$ cat config.mk
export PLATFORM = sky130hd
export DESIGN_NAME = alu_flag_unit
export DESIGN_NICKNAME = d
export VERILOG_FILES = /design/src/rtl/alu_flag_pkg.sv /design/src/rtl/alu_flag_calc.sv /design/src/rtl/alu_flag_unit.sv
export SDC_FILE = /design/constraint.sdc
export NUM_CORES = 1
export LEC_CHECK = 0
export BUFFER_PORTS_ARGS = -buffer_cell sky130_fd_sc_hd__buf_2
export CAP_MARGIN = 20
export CORE_MARGIN = 2
export CORE_UTILIZATION = 30
export DETAILED_ROUTE_END_ITERATION = 12
export PLACE_DENSITY = 0.87
export SLEW_MARGIN = 30
export SYNTH_ARGS = -nofsm -noshare
export SYNTH_HDL_FRONTEND = slang
export SYNTH_SLANG_ARGS = --single-unit
$ cat constraint.sdc
create_clock -name clk -period 5.1 [get_ports clk]
set_clock_uncertainty 0.15 [all_clocks]
set_input_delay 0.765 -clock clk [delete_from_list [all_inputs] [get_ports clk]]
set_output_delay 0.765 -clock clk [all_outputs]
set_load 0.02 [all_outputs]
$ cat src/rtl/alu_flag_pkg.sv
// Shared types and constants for the ALU status-flag unit: operation and
// condition-code encodings, flag bit positions, and the condition evaluator.
package alu_flag_pkg;

    typedef enum logic [2:0] {
        OP_ADD = 3'b000,
        OP_SUB = 3'b001,
        OP_INC = 3'b010,
        OP_DEC = 3'b011
    } opsel_e;

    typedef enum logic [3:0] {
        CC_EQ = 4'd0,
        CC_NE = 4'd1,
        CC_CS = 4'd2,
        CC_CC = 4'd3,
        CC_MI = 4'd4,
        CC_PL = 4'd5,
        CC_VS = 4'd6,
        CC_VC = 4'd7,
        CC_HI = 4'd8,
        CC_LS = 4'd9,
        CC_GE = 4'd10,
        CC_LT = 4'd11,
        CC_GT = 4'd12,
        CC_LE = 4'd13,
        CC_AL = 4'd14,
        CC_NV = 4'd15
    } cond_e;

    localparam int FLAG_C = 0;
    localparam int FLAG_Z = 1;
    localparam int FLAG_S = 2;
    localparam int FLAG_O = 3;

    // Evaluates a condition code against a {O,S,Z,C} flag vector.
    function automatic logic eval_cond(input logic [3:0] cc, input logic [3:0] f);
        logic c;
        logic z;
        logic s;
        logic o;
        logic res;
        c = f[FLAG_C];
        z = f[FLAG_Z];
        s = f[FLAG_S];
        o = f[FLAG_O];
        case (cond_e'(cc))
            CC_EQ:   res = z;
            CC_NE:   res = !z;
            CC_CS:   res = c;
            CC_CC:   res = !c;
            CC_MI:   res = s;
            CC_PL:   res = !s;
            CC_VS:   res = o;
            CC_VC:   res = !o;
            CC_HI:   res = c && !z;
            CC_LS:   res = !c || z;
            CC_GE:   res = (s == o);
            CC_LT:   res = (s != o);
            CC_GT:   res = !z && (s == o);
            CC_LE:   res = z || (s != o);
            CC_AL:   res = 1'b1;
            CC_NV:   res = 1'b0;
            default: res = 1'b0;
        endcase
        return res;
    endfunction

endpackage

$ cat src/rtl/alu_flag_calc.sv
// Combinational next-flag computation from the ALU result and operand signs.
// INC/DEC behave as ADD/SUB with an implicit non-negative second operand.
module alu_flag_calc
    import alu_flag_pkg::*;
#(
    parameter int WIDTH = 128
) (
    input  logic [2:0]       opsel,
    input  logic             a_msb,
    input  logic             b_msb,
    input  logic             cout,
    input  logic [WIDTH-1:0] result,
    output logic [3:0]       flags_nxt
);

    logic res_zero;
    logic res_sign;

    assign res_zero = (result == '0);
    assign res_sign = result[WIDTH-1];

    always_comb begin
        flags_nxt         = '0;
        flags_nxt[FLAG_Z] = res_zero;
        flags_nxt[FLAG_S] = res_sign;
        case (opsel)
            OP_ADD: begin
                flags_nxt[FLAG_C] = cout;
                flags_nxt[FLAG_O] = (a_msb == b_msb) && (res_sign != a_msb);
            end
            OP_SUB: begin
                flags_nxt[FLAG_C] = cout;
                flags_nxt[FLAG_O] = (a_msb != b_msb) && (res_sign != a_msb);
            end
            OP_INC: begin
                flags_nxt[FLAG_C] = cout;
                flags_nxt[FLAG_O] = (a_msb == 1'b0) && (res_sign != a_msb);
            end
            OP_DEC: begin
                flags_nxt[FLAG_C] = cout;
                flags_nxt[FLAG_O] = (a_msb != 1'b0) && (res_sign != a_msb);
            end
            // Logic/shift operations never produce carry or overflow.
            default: begin
                flags_nxt[FLAG_C] = 1'b0;
                flags_nxt[FLAG_O] = 1'b0;
            end
        endcase
    end

endmodule

$ cat src/rtl/alu_flag_unit.sv
// Registered ALU status flags with sticky accumulation, a saturating
// overflow-event counter and a combinational condition-code evaluator.
module alu_flag_unit
    import alu_flag_pkg::*;
#(
    parameter int WIDTH = 128,
    parameter int CNT_W = 8
) (
    input  logic             clk,
    input  logic             rst_n,
    input  logic             in_valid,
    input  logic [2:0]       opsel,
    input  logic             a_msb,
    input  logic             b_msb,
    input  logic             cout,
    input  logic [WIDTH-1:0] result,
    output logic [3:0]       flags_q,
    output logic             flags_valid,
    output logic [3:0]       sticky_q,
    input  logic [3:0]       sticky_clr,
    input  logic [3:0]       cond,
    output logic             cond_true,
    output logic [CNT_W-1:0] ovf_count,
    input  logic             ovf_count_clr
);

    localparam logic [CNT_W-1:0] CNT_MAX = '1;

    logic [3:0]       flags_nxt;
    logic [3:0]       flags_d;
    logic [3:0]       sticky_d;
    logic [CNT_W-1:0] ovf_cnt_q;
    logic [CNT_W-1:0] ovf_cnt_d;
    logic [CNT_W-1:0] ovf_cnt_base;

    alu_flag_calc #(
        .WIDTH (WIDTH)
    ) u_calc (
        .opsel     (opsel),
        .a_msb     (a_msb),
        .b_msb     (b_msb),
        .cout      (cout),
        .result    (result),
        .flags_nxt (flags_nxt)
    );

    // Clear applies first so a same-cycle set from a valid update survives.
    always_comb begin
        flags_d  = in_valid ? flags_nxt : flags_q;
        sticky_d = sticky_q & ~sticky_clr;
        if (in_valid) begin
            sticky_d = sticky_d | flags_nxt;
        end
    end

    always_comb begin
        ovf_cnt_base = ovf_count_clr ? '0 : ovf_cnt_q;
        ovf_cnt_d    = ovf_cnt_base;
        if (in_valid && flags_nxt[FLAG_O] && (ovf_cnt_base != CNT_MAX)) begin
            ovf_cnt_d = ovf_cnt_base + CNT_W'(1);
        end
    end

    always_ff @(posedge clk or negedge rst_n) begin
        if (!rst_n) begin
            flags_q     <= '0;
            flags_valid <= 1'b0;
            sticky_q    <= '0;
            ovf_cnt_q   <= '0;
        end else begin
            flags_q     <= flags_d;
            flags_valid <= in_valid;
            sticky_q    <= sticky_d;
            ovf_cnt_q   <= ovf_cnt_d;
        end
    end

    assign ovf_count = ovf_cnt_q;
    assign cond_true = eval_cond(cond, flags_q);

endmodule

==> results of run 1 <==
-- cell type report --
class                   instances  area (um2)
clock inverters                 1        5.00
clock buffers                   3        41.3
inverters                       9        33.8
fillers                       390        1860
well taps                      50        62.6
flip-flops and latches         17         425
multi-input cells             119         811
repair buffers                163         816
-- sequential cells by signal, indices dropped and copies added (netlist names) --
register and flops:
ovf_count 8, flags_valid 1, flags_q 4, sticky_q 4
-- worst register-to-register path, cell delays in order, from the launching register on --
cell	delay (ps)
dfrtp_1	400
nor2b_1	230
ha_1	230
nand2_1	90
nor4_2	520
nor4_1	120
mux2_1	340
-- cells in the final DEF (no fill, tap or decap), types with 5 or more instances in the layout --
master and count:
nand3_1 5, nor2_1 7, inv_1 9, nor4_1 33, o21ai_0 8, dfrtp_1 17, nor2b_1 8, nand4_1 8
buf_2 163, nand2_1 6
-- logic make-up (layout without fill, tap and decap cells) --
family                   count (synthesis)  in the layout  synth area share (%)
buffers and inverters                   11            176                  3.23
AND/OR/NAND/NOR                         89             89                  42.7
multiplexers                             8              8                  7.93
XOR/XNOR                                 3              3                  3.53
adder cells (fa/ha/maj)                  1              1                 0.979
AO/OA/AOI/OAI                           18             18                  8.33
flip-flops                              17             17                  33.3
-- worst max-delay path by stage --
stage,startpoint,to,slack (ps),cells after the start
2_1_floorplan,cond[1],cond_true,2530,4
3_3_place_gp,cond[1],cond_true,2320,6
3_5_place_dp,cond[1],cond_true,2290,6
4_1_cts,cond[1],cond_true,2290,6
5_1_grt,cond[1],cond_true,2150,6
6_report,cond[1],cond_true,2280,6
-- routing by layer --
metal	up-vias	GRT usage, %	share of wire, %
li1	912	-	-
met1	806	25.8	39
met2	105	38.8	52
met3	5	4.07	8.4
met4	0	5.88	0.88
met5	-	0	0
-- power breakdown --
group / internal, mW / total [mW] / switching [mW]
combinational: 0.0591 / 0.108 / 0.0484
sequential: 0.140 / 0.144 / 0.00467
clock: 0.0542 / 0.101 / 0.0468
==> results by group, run 1 <==
Detailed routing
  – Mean routed wirelength per cell: 14.2 um
  – Number of optimization iterations in the first detailed-route pass: 4
  – Vias after detailed routing: 1828
  – Remaining routing DRC violations: 0
  – Vias per cell: 5.05
  – Detail Route Antenna Nets: 0
  – Number of DRC violations after detailed-routing iteration 0: 70
  – Final WL: 5130 um

Synthesis
  – Count of state elements after synthesis: 17
  – Async S/R FF share, synth: 100%
  – Count of mapped cells out of synthesis: 147
  – Most frequent cells after synthesis: 33 x nor4_1, 17 x dfrtp_1, 9 x inv_1
  – Mean instance size in the synthesized netlist: 8.69 um2
  – Number of enable flip-flop cells after synthesis: 0
  – Top-count cell post-synth: nor4_1
  – YS warnings: 0
  – Top FF cell, synth: dfrtp_1
  – Share of Yosys cell area claimed by the top area cell type: 33.3%
  – Register area share after synthesis: 33.3%
  – Synthesized area: 1280 um2
  – Synth area leaders: dfrtp_1 33%, nor4_1 16%, nand4_1 3.9%
  – Netlist cell types: 36
  – Post-synthesis cell type with the largest combined area: dfrtp_1
  – Synth Net Count: 294

Timing
  – Shortest period the worst path allows: 2820 ps
  – Final setup violating endpoints: 0
  – Worst slew margin relative to its limit: 60.9%
  – Setup repair after global routing missed its margin: false
  – Worst-margin pin slew: 582 ps
  – Highest clock frequency the design can meet: 0.354 GHz
  – Number of pins with negative max-slew slack in the final report: 0
  – Worst setup slack after layout: 2280 ps
  – Final Hold Violating Endpoints: 0
  – Worst Hold Slack: 271 ps
  – Sum of negative setup slack: 0 ps
  – Portion of the clock cycle consumed by the worst path in the final layout: 55.4%

Job
  – Max capacitance violation total: 0

Power
  – VDD IR-drop max: 0.0000700 V
  – Power, Total: 0.353 mW
  – Pwr per Cell Area: 161 nW/um2
  – Static Leak: 1.13 nW

Floorplan
  – Die ar.: 4800 um2
  – Number of top-level pins: 164
  – Initial cell density of the core: 31.5%
  – Floorplan die height: 69.3 um
  – Die span in x: 69.3 um
  – Std-Cell Core Area: 4060 um2
  – Number of rows in the core area: 23

Min path
  – Class of the most critical hold timing path: in2async

Worst setup path
  – CP dominant cell by count: buf_2
  – Crit path buf inv count: 2
  – Crit-path slowest cell: mux4_2
  – Logic depth of the worst register-to-register path: 6
  – Kind of end point of the critical path: primary output
  – Kind of launch point of the worst setup path: primary input
  – Crit Path Category: in2out
  – Worst Path Required: 4180 ps
  – Largest stage delay on the critical path: 530 ps
  – Data arrival time of the worst path: 1910 ps
  – Cell type group with the largest total delay on the critical path: multiplexers
  – Reg2reg end: ovf_count[4]
  – Critical Path, Cell by Cell: buf_2 -> mux4_2 -> nor3b_1 -> a21oi_1 -> nand3_1 -> buf_2
  – Worst r2r src: ovf_count[0]
  – Crit path max fanout: 6
  – Reg2reg setup slack: 2900 ps

Final layout
  – Layout Utilization: 54.1%
  – Final antenna diode count: 0
  – Synth-to-layout area growth: 71.8%
  – Final instance area: 2190 um2
  – Net total in the final layout: 460
  – Layout cells sized above 1: 55.4%
  – Non-Filler Instances: 362

Clock tree
  – Number of clock buffers inserted by TritonCTS: 3
  – Clock tree root driver cell: clkbuf_8
  – Clock H-tree levels: 1
  – Post-CTS setup buffers: 0
  – Insertion delay of the later-clocked pin in the worst-skew pair: 250 ps
  – Clock edge transition at the registers on the reported setup and hold paths: 70 ps
  – CTS Hold Bufs: 0
  – Clock Sink Count: 17
  – Number of buffers on the longest clock path: 2
  – CTS tree: done
  – Number of cells upsized or downsized after cts: 0

Place
  – Post-detailed-placement half-perimeter wirelength: 4600 um
  – Worst setup timing slack at the placement stage: 2290 ps
  – Count of placed standard cells including taps: 358
  – Gpl congestion: 0.838
  – Number of buffer cells added on primary ports: 163
  – DP Area: 2150 um2

GRT
  – Overall routing resource usage: 21.4%
  – Grt ovf: 0
  – Via count of the first global-routing pass: 1855
  – Global-route wire length before repair: 8440 um
  – Antenna violations before repair: 0
  – Largest net degree at the start of global routing: 18

Run status
  – Outcome: finished, final reports clean
No activity file was read; power rests on OpenSTA's default activity.
==> run 2: changes to the inputs <==
--- a/config.mk
+++ b/config.mk
@@ -8,7 +8,7 @@
 export BUFFER_PORTS_ARGS = -buffer_cell sky130_fd_sc_hd__buf_2
 export CAP_MARGIN = 20
 export CORE_MARGIN = 2
-export CORE_UTILIZATION = 30
+export CORE_UTILIZATION = 29
 export DETAILED_ROUTE_END_ITERATION = 12
 export PLACE_DENSITY = 0.87
 export SLEW_MARGIN = 30
==> constraint.sdc (replaced) <==
create_clock -name clk -period 2.3 [get_ports clk]
set_clock_uncertainty 0.15 [all_clocks]
set_input_delay 0.345 -clock clk [delete_from_list [all_inputs] [get_ports clk]]
set_output_delay 0.345 -clock clk [all_outputs]
set_load 0.02 [all_outputs]
==> run 2 against run 1 <==
Net effect:
- combinational power grew 120%
- non-clock buffer count rose by 4
- highest routed layer is now met5
- count of clock-buffer cells in the layout up 1
- sequential power up 120%
- routed wire length down 3.3%
- critical path type is now reg2out
- largest power group unchanged
- clock power up 120%
- final cell count grew 1.7%
- utilization decreased by 2.0 points
- global-route usage shrank 1.8 points
==> results by group, run 2 (same netlist as run 1, synthesis figures left out) <==
Detailed routing
  – Vias per cell: 5.10 (was 5.05)
  – Number of DRC violations after detailed-routing iteration 0: 60 (was 70)
  – Detail Route Antenna Nets: 0 (unchanged)
  – Number of optimization iterations in the first detailed-route pass: 4 (unchanged)
  – Final WL: 4950 um (was 5130 um)
  – Vias after detailed routing: 1875 (was 1828)
  – Mean routed wirelength per cell: 13.5 um (was 14.2 um)
  – Remaining routing DRC violations: 0 (unchanged)

Final layout
  – Sequential cell area: 425 um2 (unchanged)
  – Synth-to-layout area growth: 75.0% (was 71.8%)
  – Net total in the final layout: 464 (was 460)
  – Most common library cell in the layout ignoring fill and taps: buf_2 (unchanged)
  – Area used by multi-input combinational logic: 818 um2 (was 811 um2)
  – Layout Utilization: 52.1% (was 54.1%)
  – Layout cells sized above 1: 55.7% (was 55.4%)
  – Layout fillers: 414 (was 390)
  – Final antenna diode count: 0 (unchanged)
  – Number of flip-flops in the largest register: 8 (unchanged)
  – Non-Filler Instances: 368 (was 362)
  – Most used cells in the layout excluding fill and tap cells: 163 x buf_2, 33 x nor4_1, 17 x dfrtp_1 (unchanged)

Clock tree
  – Post-CTS setup buffers: 0 (unchanged)
  – Clock H-tree levels: 1 (unchanged)
  – Clock Sink Count: 17 (unchanged)
  – Number of clock buffers inserted by TritonCTS: 3 (unchanged)
  – Clock tree root driver cell: clkbuf_8 (unchanged)
  – Insertion delay of the later-clocked pin in the worst-skew pair: 240 ps (was 250 ps)
  – Number of buffers on the longest clock path: 2 (unchanged)
  – Clock edge transition at the registers on the reported setup and hold paths: 70 ps (about the same)
  – CTS tree: done (unchanged)

Timing
  – Shortest period the worst path allows: 2160 ps
  – Worst-margin pin slew: 508 ps (was 582 ps)
  – Setup repair after global routing missed its margin: false (unchanged)
  – Worst slew margin relative to its limit: 65.5% (was 60.9%)
  – Number of pins with negative max-slew slack in the final report: 0 (unchanged)
  – Highest clock frequency the design can meet: 0.464 GHz
  – Sum of negative setup slack: 0 ps (unchanged)
  – Final setup violating endpoints: 0 (unchanged)
  – Portion of the clock cycle consumed by the worst path in the final layout: 93.8%
  – Worst setup slack after layout: 143 ps (was 2280 ps)
  – Final Hold Violating Endpoints: 0 (unchanged)

GRT
  – Antenna violations before repair: 1 (was 0)
  – Overall routing resource usage: 19.6% (was 21.4%)
  – Via count of the first global-routing pass: 1766 (was 1855)
  – Global-route wire length before repair: 7960 um (was 8440 um)
  – Largest net degree at the start of global routing: 18 (unchanged)
  – Grt ovf: 0 (unchanged)

Power
  – Switching Power: 0.213 mW (was 0.0998 mW)
  – Static Leak: 1.15 nW (was 1.13 nW)
  – Design internal power: 0.567 mW (was 0.253 mW)
  – Share of total power in sequential cells: 41.1% (was 40.9%)
  – Net Sw Frac: 27.3% (was 28.3%)
  – Power, Total: 0.780 mW (was 0.353 mW)
  – Pwr per Cell Area: 349 nW/um2 (was 161 nW/um2)
  – Part of the power in the clock network: 28.0% (was 28.6%)
  – VDD IR-drop max: 0.000191 V (was 0.0000700 V)
  – Power share of the combinational group: 31.0% (was 30.5%)

Floorplan
  – Number of top-level pins: 164 (unchanged)
  – Number of rows in the core area: 24 (was 23)
  – Initial cell density of the core: 29.7% (was 31.5%)
  – Die span in x: 70.4 um (was 69.3 um)
  – Die ar.: 4950 um2 (was 4800 um2)
  – Std-Cell Core Area: 4290 um2 (was 4060 um2)
  – Floorplan die height: 70.4 um (was 69.3 um)

Worst setup path
  – Worst Path Required: 1800 ps (was 4180 ps)
  – Kind of end point of the critical path: primary output (unchanged)
  – Critical Path, Cell by Cell: mux4_2 -> nor3b_1 -> a21oi_1 -> nand3_1 -> buf_2 (was buf_2 -> mux4_2 -> nor3b_1 -> a21oi_1 -> nand3_1 -> buf_2)
  – Kind of launch point of the worst setup path: flop (was primary input)
  – Crit path max fanout: 4 (was 6)
  – Largest stage delay on the critical path: 510 ps (was 530 ps)
  – Crit-path slowest cell: mux4_2 (unchanged)
  – Crit Path Category: reg2out (was in2out)
  – Data arrival time of the worst path: 1660 ps (was 1910 ps)

Min path
  – Class of the most critical hold timing path: in2reg (was in2async)

Place
  – Count of placed standard cells including taps: 363 (was 358)
  – Gpl congestion: 0.861 (was 0.838)
  – Number of buffer cells added on primary ports: 163 (unchanged)
  – Post-detailed-placement half-perimeter wirelength: 4350 um (was 4600 um)
  – Worst setup timing slack at the placement stage: 230 ps (was 2290 ps)

Run status
  – Outcome: finished, final reports clean (unchanged)

Job
  – Max capacitance violation total: 0 (unchanged)
==> run 2: changes by cell type in the layout (fill, tap and decap cells not counted) <==
cell | before | now
clkinv_2 | 1 | 0
dlygate4sd3_1 | 0 | 1
buf_4 | 0 | 3
xnor2_2 | 0 | 1
clkbuf_1 | 0 | 1
xnor2_1 | 1 | 0
==> run 2: area by class of cell <==
type	count	share of cell area [%]
well taps	52	2.91
repair buffers	167	37.9
flip-flops and latches	17	19.0
clock buffers	4	2.01
multi-input cells	119	36.6
inverters	9	1.51
==> run 2: power by group through the flow <==
stage | clock (mW) | sequential, mW | combinational [mW]
6_report | 0.218 | 0.320 | 0.242
4_1_cts | 0.225 | 0.319 | 0.242
5_1_grt | 0.239 | 0.322 | 0.267
3_5_place_dp | 0 | 0.325 | 0.240
3_3_place_gp | 0 | 0.324 | 0.234
2_1_floorplan | 0 | 0.337 | 0.0659
==> run 2: worst max-delay path, delay by kind of cell, from the launching register on <==
kind,cells,cell delay [ps]
mux,1,510
compound gates,1,60
flops,1,440
simple gates,2,250
buf+inv,1,160
==> run 2: per-stage QoR <==
stage                     cell area, um2  hold WS [ps]
after floorplan                     1280          -101
after global placement              2170           140
after detailed placement            2170           145
after CTS                           2230           113
after global routing                2240           123
final                               2240           114
==> run 2: layer usage <==
metal	vias up	GRT usage [%]	share of wire, %
met4	2	5.13	0.85
met2	103	35.6	50
met5	-	0	0.22
met1	843	23.8	39
li1	919	-	-
met3	8	3.03	9.1
==> run 2: path summary, 6_finish.rpt <==
check	from	end	slack, ps	cells after the start
worst max-delay path	flags_q[3]	cond_true	140	5
worst min-delay path	sticky_clr[1]	sticky_q[1]	110	2
worst max register to register	ovf_count[0]	ovf_count[7]	210	8
worst min register to register	sticky_q[1]	sticky_q[1]	360	2
max in group asynchronous	rst_n	flags_valid	1320	2
min in group asynchronous	rst_n	ovf_count[6]	400	2
==> run 2: timing repair <==
| item | in CTS | in global routing |
|---|---|---|
| endpoints found under the hold margin | 17 | 0 |
| setup endpoints to repair | 0 | 1 |
| resized for setup | 0 | 1 |
| hold buffers | 1 | 0 |
